### config.mk
export PLATFORM = sky130hd
export DESIGN_NAME = rgb_led_arbiter
export DESIGN_NICKNAME = d
export VERILOG_FILES = /design/src/rtl/rgb_led_arbiter.sv
export SDC_FILE = /design/constraint.sdc
export NUM_CORES = 1
export LEC_CHECK = 0
export BUFFER_PORTS_ARGS = -buffer_cell sky130_fd_sc_hd__buf_4
export CORE_MARGIN = 8
export CORE_UTILIZATION = 40
export DETAILED_ROUTE_END_ITERATION = 6
export GPL_TIMING_DRIVEN = 0
export SKIP_CTS_REPAIR_TIMING = 1
export SLEW_MARGIN = 20
export SYNTH_ARGS = -nofsm -noshare
export SYNTH_HDL_FRONTEND = slang
export SYNTH_SLANG_ARGS = --single-unit
### constraint.sdc
create_clock -name sys_clk -period 6.1 [get_ports sys_clk]
set_clock_uncertainty 0.15 [all_clocks]
set_input_delay 1.525 -clock sys_clk [delete_from_list [all_inputs] [get_ports sys_clk]]
set_output_delay 1.525 -clock sys_clk [all_outputs]
set_load 0.02 [all_outputs]
### src/rtl/rgb_led_arbiter.sv
// rgb_led_arbiter: round-robin sharing of one active-low RGB LED, each grant holds a colour
// for an exact number of ms ticks followed by a blank gap.
module rgb_led_arbiter #(
  parameter int N_REQ = 3,
  parameter int TICK_DIV = 27000,
  parameter int GAP_MS = 50
) (
  input  logic                  sys_clk,
  input  logic                  sys_rst_n,
  input  logic [N_REQ-1:0]      req,
  input  logic [3*N_REQ-1:0]    req_color,
  input  logic [16*N_REQ-1:0]   req_ms,
  output logic [N_REQ-1:0]      gnt,
  output logic [N_REQ-1:0]      done,
  output logic                  busy,
  output logic [2:0]            led
);
  localparam int LW = $clog2(N_REQ);
  localparam int PW = TICK_DIV > 1 ? $clog2(TICK_DIV) : 1;
  typedef enum logic [1:0] {IDLE, HOLD, GAP} state_t;
  state_t state, state_n;
  logic [PW-1:0] pre, pre_n;
  logic [15:0] cnt, cnt_n, dur, dur_n;
  logic [2:0] col, col_n, led_n;
  logic [LW-1:0] last, last_n, sel, idx;
  logic [N_REQ-1:0] gnt_n, done_n;
  logic tick, hold_end, gap_end;
  assign tick = pre == PW'(TICK_DIV - 1);
  assign hold_end = state == HOLD && tick && cnt + 16'd1 == dur;
  assign gap_end = state == GAP && tick && cnt + 16'd1 == 16'(GAP_MS);
  // Scan from farthest to nearest so the nearest asserted index after last wins
  always_comb begin
    sel = last;
    idx = last;
    for (int i = N_REQ; i >= 1; i--) begin
      idx = LW'((int'(last) + i) % N_REQ);
      if (req[idx]) sel = idx;
    end
  end
  always_ff @(posedge sys_clk or negedge sys_rst_n) begin
    if (!sys_rst_n) state <= IDLE;
    else state <= state_n;
  end
  always_comb begin
    state_n = state;
    if (state == IDLE && |req) state_n = HOLD;
    else if (hold_end) state_n = GAP_MS == 0 ? IDLE : GAP;
    else if (gap_end) state_n = IDLE;
  end
  // Outputs are computed from the next state and registered, so led never glitches
  always_comb begin
    last_n = state == IDLE && |req ? sel : last;
    col_n = state == IDLE ? req_color[3*sel +: 3] : col;
    dur_n = state != IDLE ? dur : req_ms[16*sel +: 16] == 16'd0 ? 16'd1 : req_ms[16*sel +: 16];
    pre_n = state_n != state || state == IDLE || tick ? '0 : pre + PW'(1);
    cnt_n = state_n != state || state == IDLE ? '0 : cnt + 16'(tick);
    gnt_n = state_n == HOLD ? N_REQ'(1) << last_n : '0;
    done_n = hold_end ? N_REQ'(1) << last : '0;
    led_n = state_n == HOLD ? ~col_n : 3'b111;
  end
  always_ff @(posedge sys_clk or negedge sys_rst_n) begin
    if (!sys_rst_n) begin
      pre <= '0;
      cnt <= '0;
      dur <= 16'd1;
      col <= '0;
      last <= LW'(N_REQ - 1);
      gnt <= '0;
      done <= '0;
      busy <= 1'b0;
      led <= 3'b111;
    end else begin
      pre <= pre_n;
      cnt <= cnt_n;
      dur <= dur_n;
      col <= col_n;
      last <= last_n;
      gnt <= gnt_n;
      done <= done_n;
      busy <= state_n != IDLE;
      led <= led_n;
    end
  end
endmodule

==> results.sh, run 1 <==
export IMPL_status="completed"
export IMPL_cts_root_buf="clkbuf_8"
export IMPL_place_hpwl_mm=7.31
export IMPL_rsz0062_at_grt="no"
export IMPL_worstPathArrival_ps=4310
export IMPL_synthArstFlopShare=1.00
export IMPL_hold_class="reg -> reg"
export IMPL_syn_to_final_growth_pct=22.8
export IMPL_yosysTopAreaCellShare=0.372
export IMPL_synth_seq_area_share=0.405
export IMPL_dieArea_um2=13400
export IMPL_avgSynthCellArea_um2=8.98
export IMPL_min_delay_start="col[0]"
export IMPL_drt_total_wl_mm=9.37
export IMPL_worstSkewPairLatency_ps=350
export IMPL_clkSinkCount=64
export IMPL_path_class="in -> reg"
export IMPL_netlist_top_cells_area="dfrtp_1 (37%), xnor2_1 (7.1%), nor2_1 (5.4%)"
export IMPL_synth_distinct_cells=49
export IMPL_power_total_mw=1.96
export IMPL_placed_area_um2=4670
export IMPL_grtUsageMet3=0.0464
export IMPL_postRouteAntennaNets=0
export IMPL_first_global_vias=3475
export IMPL_via_count=3308
export IMPL_relSlewSlack=0.454
export IMPL_hold_end="col[0]"
export IMPL_nFillCells=937
export IMPL_reg2reg_depth=13
export IMPL_clock_fmax_mhz=239
export IMPL_clk_pin_slew_ps=70
export IMPL_synthesis_area_um2=3970
export IMPL_reg2reg_to="dur[0]"
export IMPL_placed_cells=646
export IMPL_synth_seq_cells=64
export IMPL_peakVddDrop_uv=440
export IMPL_setup_tns_ps=0
export IMPL_period_needed_ps=4190
export IMPL_antenna_found_initial=0
export IMPL_holdWs_ps=340
export IMPL_grt_util_met2=0.233
export IMPL_cp_max_fo=10
export IMPL_synth_warnings=0
export IMPL_h_tree_depth=3
export IMPL_yosys_area_top_type="dfrtp_1"
export IMPL_grt_overflow=0
export IMPL_core_um2=9680
export IMPL_drive_above_1_share=0.214
export IMPL_tritoncts="yes"
export IMPL_cts_buffers=9
export IMPL_fin_nets=594
export IMPL_fin_area_um2=4880
export IMPL_required_ps=6220
export IMPL_slew_violations=0
export IMPL_drc_errors=0
export IMPL_finalNonFillerCells=662
export IMPL_rows=36
export IMPL_max_cap_violations=0
export IMPL_cts_max_path_buffers=2
export IMPL_start_util=0.410
export IMPL_die_h_um=116
export IMPL_finalCritPeriodShare=0.686
export IMPL_hold_viol_final=0
export IMPL_use_met1=0.195
export IMPL_start_kind="primary input"
export IMPL_fp_dieW_um=116
export IMPL_r2r_start="last[1]"
export IMPL_worstMarginPinSlew_ps=819
export IMPL_io_pins=72
export IMPL_synth_edff_count=0
export IMPL_power_density_nw_per_um2=402
export IMPL_via_per_inst=5.00
export IMPL_io_buffers=71
export IMPL_synth_flop_cell="dfrtp_1"
export IMPL_grt_pass1_wl_mm=16.2
export IMPL_drtIter0Drc=72
export IMPL_setup_viol=0
export IMPL_hold_path_depth=2
export IMPL_routedWlPerCell_um=14.1
export IMPL_cp_end_kind="flip-flop"
export IMPL_first_pass_iters=4
export IMPL_gp_congestion=0.802
export IMPL_antenna_cells=0
export IMPL_top_usage_layer="met2"
export IMPL_p_leak_nw=2.27
export IMPL_netlist_instances=442
export IMPL_track_usage=0.153
export IMPL_rrSetupSlack_ps=2060
export IMPL_grt_max_degree=65
export IMPL_syn_num_nets=512
[cell usage in the layout, fill, tap and decap left out, types with 3 or more instances in the layout]
master	instances
buf_4	75
dfrtp_1	59
nor2_1	57
nand2_1	39
xnor2_1	32
o21ai_0	30
mux2i_1	20
nand3_1	19
xor2_1	19
a2bb2oi_1	16
inv_1	15
clkbuf_1	15
nor3_1	11
clkbuf_8	11
nand4_1	10
a21oi_1	8
ha_1	8
buf_2	5
and3_1	5
or3_1	5
nand2b_1	5
dfstp_2	5
or4_1	4
nor4_1	4
a21o_1	4
a31oi_1	4
buf_1	3
nor2b_1	3
nor3b_1	3
and2_1	3
[cells in the mapped netlist, types with 5 or more instances]
cell type,count
a21oi_1,8
mux2i_1,20
or3_1,5
o21ai_0,30
dfrtp_1,59
and3_1,5
nand2_1,39
xnor2_1,32
nor2_1,57
dfstp_2,5
inv_1,15
ha_1,8
nor3_1,11
nand4_1,10
buf_2,5
nand3_1,19
clkbuf_1,13
xor2_1,19
a2bb2oi_1,16
nand2b_1,5
[area by class of cell]
class                      instances  area (um2)  share of cell area
clock inverter                     3        42.5             0.00872
clock buffer                      13         159              0.0326
buffer                            29         148              0.0303
tap                              133         166              0.0341
multi-input combinational        333        2160               0.443
inverter                          16        60.1              0.0123
sequential                        64        1610               0.330
timing repair buffer              71         533               0.109
[layer usage]
| layer | up-vias | routed length [um] |
|---|---|---|
| li1 | 1689 | - |
| met2 | 97 | 4160 |
| met4 | 0 | 140 |
| met5 | - | 0 |
| met1 | 1509 | 4320 |
| met3 | 13 | 748 |
[sequential cells by signal, indices dropped and copies added, names as in the netlist]
signal and cells:
dur 16, led 3, cnt 16, last 2, gnt 3, state 2, busy 1, col 3
pre 15, done 3
[how the worst max path moves through the flow]
stage	from	end	slack (ps)	cells after the start
floorplan	req[1]	dur[0]	2080	10
global placement	req[1]	dur[0]	1570	11
detailed placement	req[1]	dur[0]	1540	11
CTS	req[1]	dur[0]	1910	11
global route	req[1]	dur[0]	1680	11
finish	req[1]	dur[0]	1910	11
[cell families (layout without fill, tap and decap cells)]
| family | Yosys count | count (layout) | share of synthesized area |
|---|---|---|---|
| buf+inv | 45 | 132 | 0.0523 |
| simple gates | 179 | 179 | 0.223 |
| fa+ha+maj | 8 | 8 | 0.0252 |
| xor+xnor | 53 | 53 | 0.124 |
| mux | 20 | 20 | 0.0504 |
| flops | 64 | 64 | 0.405 |
| compound gates | 73 | 73 | 0.120 |
[where the power goes]
part           internal, mW  switching, mW  total [mW]
logic                 0.453          0.523       0.976
registers             0.537         0.0710       0.608
clock network         0.211          0.166       0.377
total                  1.20          0.760        1.96
[per-stage QoR]
step | setup slack, ps | util
6_report | 1910 | 0.503
5_1_grt | 1680 | 0.503
4_1_cts | 1910 | 0.503
3_5_place_dp | 1540 | 0.482
3_3_place_gp | 1570 | 0.482
2_1_floorplan | 2080 | -
[worst max-delay path, stage by stage]
cell	delay, ps
buf_4	130
nand2_1	60
o21ai_0	80
a221o_1	390
a21oi_1	170
buf_1	590
mux2i_1	270
a2bb2oi_1	280
nand4_1	130
or4_1	510
a31oi_1	180
(Power assumes the default switching activity.)
==> inputs of run 2 (changes only) <==
==> constraint.sdc (replaced) <==
create_clock -name sys_clk -period 4.34 [get_ports sys_clk]
set_clock_uncertainty 0.15 [all_clocks]
set_input_delay 1.085 -clock sys_clk [delete_from_list [all_inputs] [get_ports sys_clk]]
set_output_delay 1.085 -clock sys_clk [all_outputs]
set_load 0.02 [all_outputs]
==> run 2 against run 1 <==
Net effect:
- global-route usage stayed put
- combinational power grew 40%
- design area hardly changed
- critical endpoint unchanged
- largest cell class unchanged
- largest power group unchanged
==> results.sh, run 2 (same netlist as run 1, synthesis figures left out) <==
export IMPL_path_class="reg -> reg"
export IMPL_multi_input_area_um2=2160
export IMPL_finalNonFillerCells=662
export IMPL_drt_total_wl_mm=9.37
export IMPL_worstMarginPinSlew_ps=819
export IMPL_track_usage=0.153
export IMPL_clock_fmax_mhz=249
export IMPL_rrSetupSlack_ps=320
export IMPL_gp_congestion=0.802
export IMPL_holdWs_ps=340
export IMPL_core_um2=9680
export IMPL_postRouteAntennaNets=0
export IMPL_first_pass_iters=4
export IMPL_final_cell_mix="buf_4 (75), dfrtp_1 (59), nor2_1 (57), nand2_1 (39), xnor2_1 (32)"
export IMPL_max_cap_violations=0
export IMPL_place_hpwl_mm=7.31
export IMPL_dieArea_um2=13400
export IMPL_drc_errors=0
export IMPL_grt_pass1_wl_mm=16.2
export IMPL_period_needed_ps=4020
export IMPL_setup_viol=0
export IMPL_die_h_um=116
export IMPL_power_total_mw=2.76
export IMPL_placed_cells=646
export IMPL_cts_max_path_buffers=2
export IMPL_syn_to_final_growth_pct=22.8
export IMPL_drtIter0Drc=72
export IMPL_relSlewSlack=0.454
export IMPL_grt_max_degree=65
export IMPL_antenna_cells=0
export IMPL_clk_pin_slew_ps=70
export IMPL_routedWlPerCell_um=14.1
export IMPL_cts_root_buf="clkbuf_8"
export IMPL_status="completed"
export IMPL_drive_above_1_share=0.216
export IMPL_clkSinkCount=64
export IMPL_cp_max_fo=10
export IMPL_start_kind="flip-flop"
export IMPL_io_pins=72
export IMPL_cts_buffers=9
export IMPL_via_per_inst=5.00
export IMPL_fp_dieW_um=116
export IMPL_p_leak_nw=2.27
export IMPL_nFillCells=937
export IMPL_rows=36
export IMPL_cp_end_kind="flip-flop"
export IMPL_io_buffers=71
export IMPL_required_ps=4460
export IMPL_worstSkewPairLatency_ps=350
export IMPL_fin_nets=594
export IMPL_start_util=0.410
export IMPL_antenna_found_initial=0
export IMPL_first_global_vias=3475
export IMPL_reg_largest_list="cnt x16, dur x16, pre x15"
export IMPL_tritoncts="yes"
export IMPL_rsz0062_at_grt="no"
export IMPL_power_density_nw_per_um2=565
export IMPL_hold_class="reg -> reg"
export IMPL_h_tree_depth=3
export IMPL_finalCritPeriodShare=0.925
export IMPL_via_count=3308
export IMPL_register_area_um2=1610
export IMPL_hold_viol_final=0
export IMPL_layout_commonest_cell="buf_4"
export IMPL_setup_tns_ps=0
export IMPL_grt_overflow=0
export IMPL_slew_violations=0
export IMPL_worstPathArrival_ps=4140
export IMPL_peakVddDrop_uv=627
-- run 2: final cells by class --
class                   instances  area share
flip-flops and latches         64       0.330
clock buffers                  13      0.0326
repair buffers                 71       0.109
inverters                      16      0.0123
clock inverters                 3     0.00872
well taps                     133      0.0341
multi-input cells             333       0.443
plain buffers                  29      0.0305
-- run 2: report_power, final --
part | switching [mW] | total, mW | leakage, nW | internal [mW]
registers | 0.0999 | 0.854 | 0.830 | 0.754
logic | 0.735 | 1.37 | 1.35 | 0.638
clock network | 0.234 | 0.530 | 0.0996 | 0.296
total | 1.07 | 2.76 | 2.27 | 1.69
-- run 2: path summary, 6_finish.rpt --
kind                            endpoint       from  depth (start not counted)
worst max-delay path              dur[0]    last[1]                         13
worst min-delay path              col[0]     col[0]                          2
worst max register to register    dur[0]    last[1]                         13
worst min register to register    col[0]     col[0]                          2
max in group asynchronous         dur[4]  sys_rst_n                          1
min in group asynchronous         gnt[1]  sys_rst_n                          1
-- run 2: through the flow --
step,instance area (um2),util,worst slack (ps)
after floorplan,3970,-,765
after global placement,4670,0.482,246
after detailed placement,4670,0.482,220
after CTS,4870,0.503,288
after global routing,4880,0.504,52.4
final,4880,0.504,325
-- run 2: metal layers --
| metal | up-vias | track usage | wire (um) |
|---|---|---|---|
| met5 | - | 0 | 0 |
| met4 | 0 | 0.0691 | 140 |
| met3 | 13 | 0.0464 | 738 |
| met2 | 94 | 0.233 | 4160 |
| met1 | 1512 | 0.195 | 4330 |
| li1 | 1689 | - | - |
-- run 2: critical path, stage by stage (launching register included) --
cell and delay, ps:
dfstp_2 540, inv_1 80, ha_1 270, clkbuf_1 260, nand2b_1 150, a31oi_1 70
a221o_1 310, a21oi_1 170, buf_1 520, mux2i_1 260, a2bb2oi_1 280, nand4_1 140
or4_1 550, a31oi_1 180
==> inputs of run 3 (changes only) <==
--- a/config.mk
+++ b/config.mk
@@ -8,6 +8,7 @@
 export BUFFER_PORTS_ARGS = -buffer_cell sky130_fd_sc_hd__buf_4
 export CORE_MARGIN = 8
 export CORE_UTILIZATION = 40
+export CTS_BUF_LIST = sky130_fd_sc_hd__clkbuf_4 sky130_fd_sc_hd__clkbuf_8
 export DETAILED_ROUTE_END_ITERATION = 6
 export GPL_TIMING_DRIVEN = 0
 export SKIP_CTS_REPAIR_TIMING = 1
==> run 3 against run 2 <==
Net effect:
- maximum frequency barely moved
- wire length about the same
- cell count stayed put
- global-route usage about the same
- clock-buffer cell count is the same
- highest routed layer unchanged
==> results.sh, run 3 (same netlist as run 1, synthesis figures left out) <==
export IMPL_status="completed"
export IMPL_syn_to_final_growth_pct=23.0
export IMPL_path_buf_inv=3
export IMPL_io_pins=72
export IMPL_clock_fmax_mhz=249
export IMPL_hold_viol_final=0
export IMPL_start_util=0.410
export IMPL_setup_tns_ps=0
export IMPL_worstMarginPinSlew_ps=820
export IMPL_via_per_inst=5.01
export IMPL_cp_max_fo=10
export IMPL_cp_cell_sequence="inv_1, ha_1, clkbuf_1, nand2b_1, a31oi_1, a221o_1, a21oi_1, buf_1, mux2i_1, a2bb2oi_1, nand4_1, or4_1, a31oi_1"
export IMPL_pre_cts_slack_ps=220
export IMPL_postRouteAntennaNets=0
export IMPL_worstSkewPairLatency_ps=350
export IMPL_power_density_nw_per_um2=567
export IMPL_max_cap_violations=0
export IMPL_cp_common_cell="a31oi_1"
export IMPL_fin_nets=594
export IMPL_finalCritPeriodShare=0.925
export IMPL_crit_path_max_incr_delay_ps=550
export IMPL_first_global_vias=3475
export IMPL_drt_total_wl_mm=9.37
export IMPL_relSlewSlack=0.453
export IMPL_cts_root_buf="clkbuf_8"
export IMPL_crit_slowest_cell="or4_1"
export IMPL_slew_violations=0
export IMPL_drive_above_1_share=0.219
export IMPL_first_pass_iters=4
export IMPL_h_tree_depth=3
export IMPL_grt_overflow=0
export IMPL_drc_errors=0
export IMPL_track_usage=0.153
export IMPL_place_hpwl_mm=7.31
export IMPL_core_um2=9680
export IMPL_worstPathArrival_ps=4140
export IMPL_routedWlPerCell_um=14.2
export IMPL_gp_congestion=0.802
export IMPL_required_ps=4460
export IMPL_setup_viol=0
export IMPL_start_kind="flip-flop"
export IMPL_cp_end_kind="flip-flop"
export IMPL_fp_dieW_um=116
export IMPL_clk_pin_slew_ps=70
export IMPL_via_count=3319
export IMPL_cts_max_path_buffers=2
export IMPL_grt_pass1_wl_mm=16.3
export IMPL_antenna_found_initial=0
export IMPL_final_cell_mix="buf_4 (75), dfrtp_1 (59), nor2_1 (57), nand2_1 (39), xnor2_1 (32)"
export IMPL_grt_max_degree=65
export IMPL_dieArea_um2=13400
export IMPL_period_needed_ps=4020
export IMPL_p_leak_nw=2.28
export IMPL_drtIter0Drc=73
export IMPL_critPathTopFamily="compound AO/OA/AOI/OAI gates"
export IMPL_reg_largest_list="cnt x16, dur x16, pre x15"
export IMPL_antenna_cells=0
export IMPL_cts_buffers=9
export IMPL_hold_class="reg -> reg"
export IMPL_final_util=0.504
export IMPL_path_class="reg -> reg"
export IMPL_clkSinkCount=64
export IMPL_setup_slack_ps=325
export IMPL_tritoncts="yes"
export IMPL_layout_commonest_cell="buf_4"
export IMPL_peakVddDrop_uv=632
export IMPL_rsz0062_at_grt="no"
export IMPL_io_buffers=71
export IMPL_rows=36
export IMPL_die_h_um=116
## run 3: cell counts in the layout (fill, tap and decap cells not counted)
No cell type changed its count.
## run 3: stage by stage
stage / cells / hold WS [ps] / cell area, um2 / power [mW]
6_report: 662 / 340 / 4880 / 2.77
5_1_grt: 662 / 372 / 4880 / 3.00
4_1_cts: 662 / 350 / 4880 / 2.79
3_5_place_dp: 646 / 333 / 4670 / 2.25
3_3_place_gp: 646 / 323 / 4670 / 2.22
2_1_floorplan: 442 / 294 / 3970 / 1.89
## run 3: area by class of cell
type | count | area [um2]
Tap cell | 133 | 166
Clock buffer | 13 | 166
Inverter | 16 | 60.1
Sequential cell | 64 | 1610
Multi-Input combinational cell | 333 | 2160
Fill cell | 935 | 4800
Clock inverter | 3 | 42.5
Timing Repair Buffer | 71 | 533
Buffer | 29 | 149
## run 3: path summary, 6_finish.rpt
path / startpoint / endpoint / slack (ps) / depth (start not counted)
max: last[1] / dur[0] / 320 / 13
min: col[0] / col[0] / 340 / 2
max reg2reg: last[1] / dur[0] / 320 / 13
min reg2reg: col[0] / col[0] / 340 / 2
max in group asynchronous: sys_rst_n / dur[4] / 2810 / 1
min in group asynchronous: sys_rst_n / gnt[1] / 650 / 1
## run 3: power breakdown
part           internal, mW  leakage, nW  switching, mW
clock network         0.309        0.106          0.234
registers             0.754        0.830         0.0998
logic                 0.638         1.35          0.735
total                  1.70         2.28           1.07
## run 3: worst register-to-register path, delay by kind of cell, from the launching register on
| kind | cells | cell delay [ps] |
|---|---|---|
| compound gates | 5 | 1010 |
| buf+inv | 3 | 860 |
| simple gates | 3 | 850 |
| flops | 1 | 540 |
| fa+ha+maj | 1 | 270 |
| mux | 1 | 260 |
## run 3: layer usage
metal	vias to the layer above	GRT usage	share of wire
li1	1689	-	-
met1	1524	0.195	0.46
met2	94	0.233	0.44
met3	12	0.0479	0.079
met4	0	0.0691	0.015
met5	-	0	0
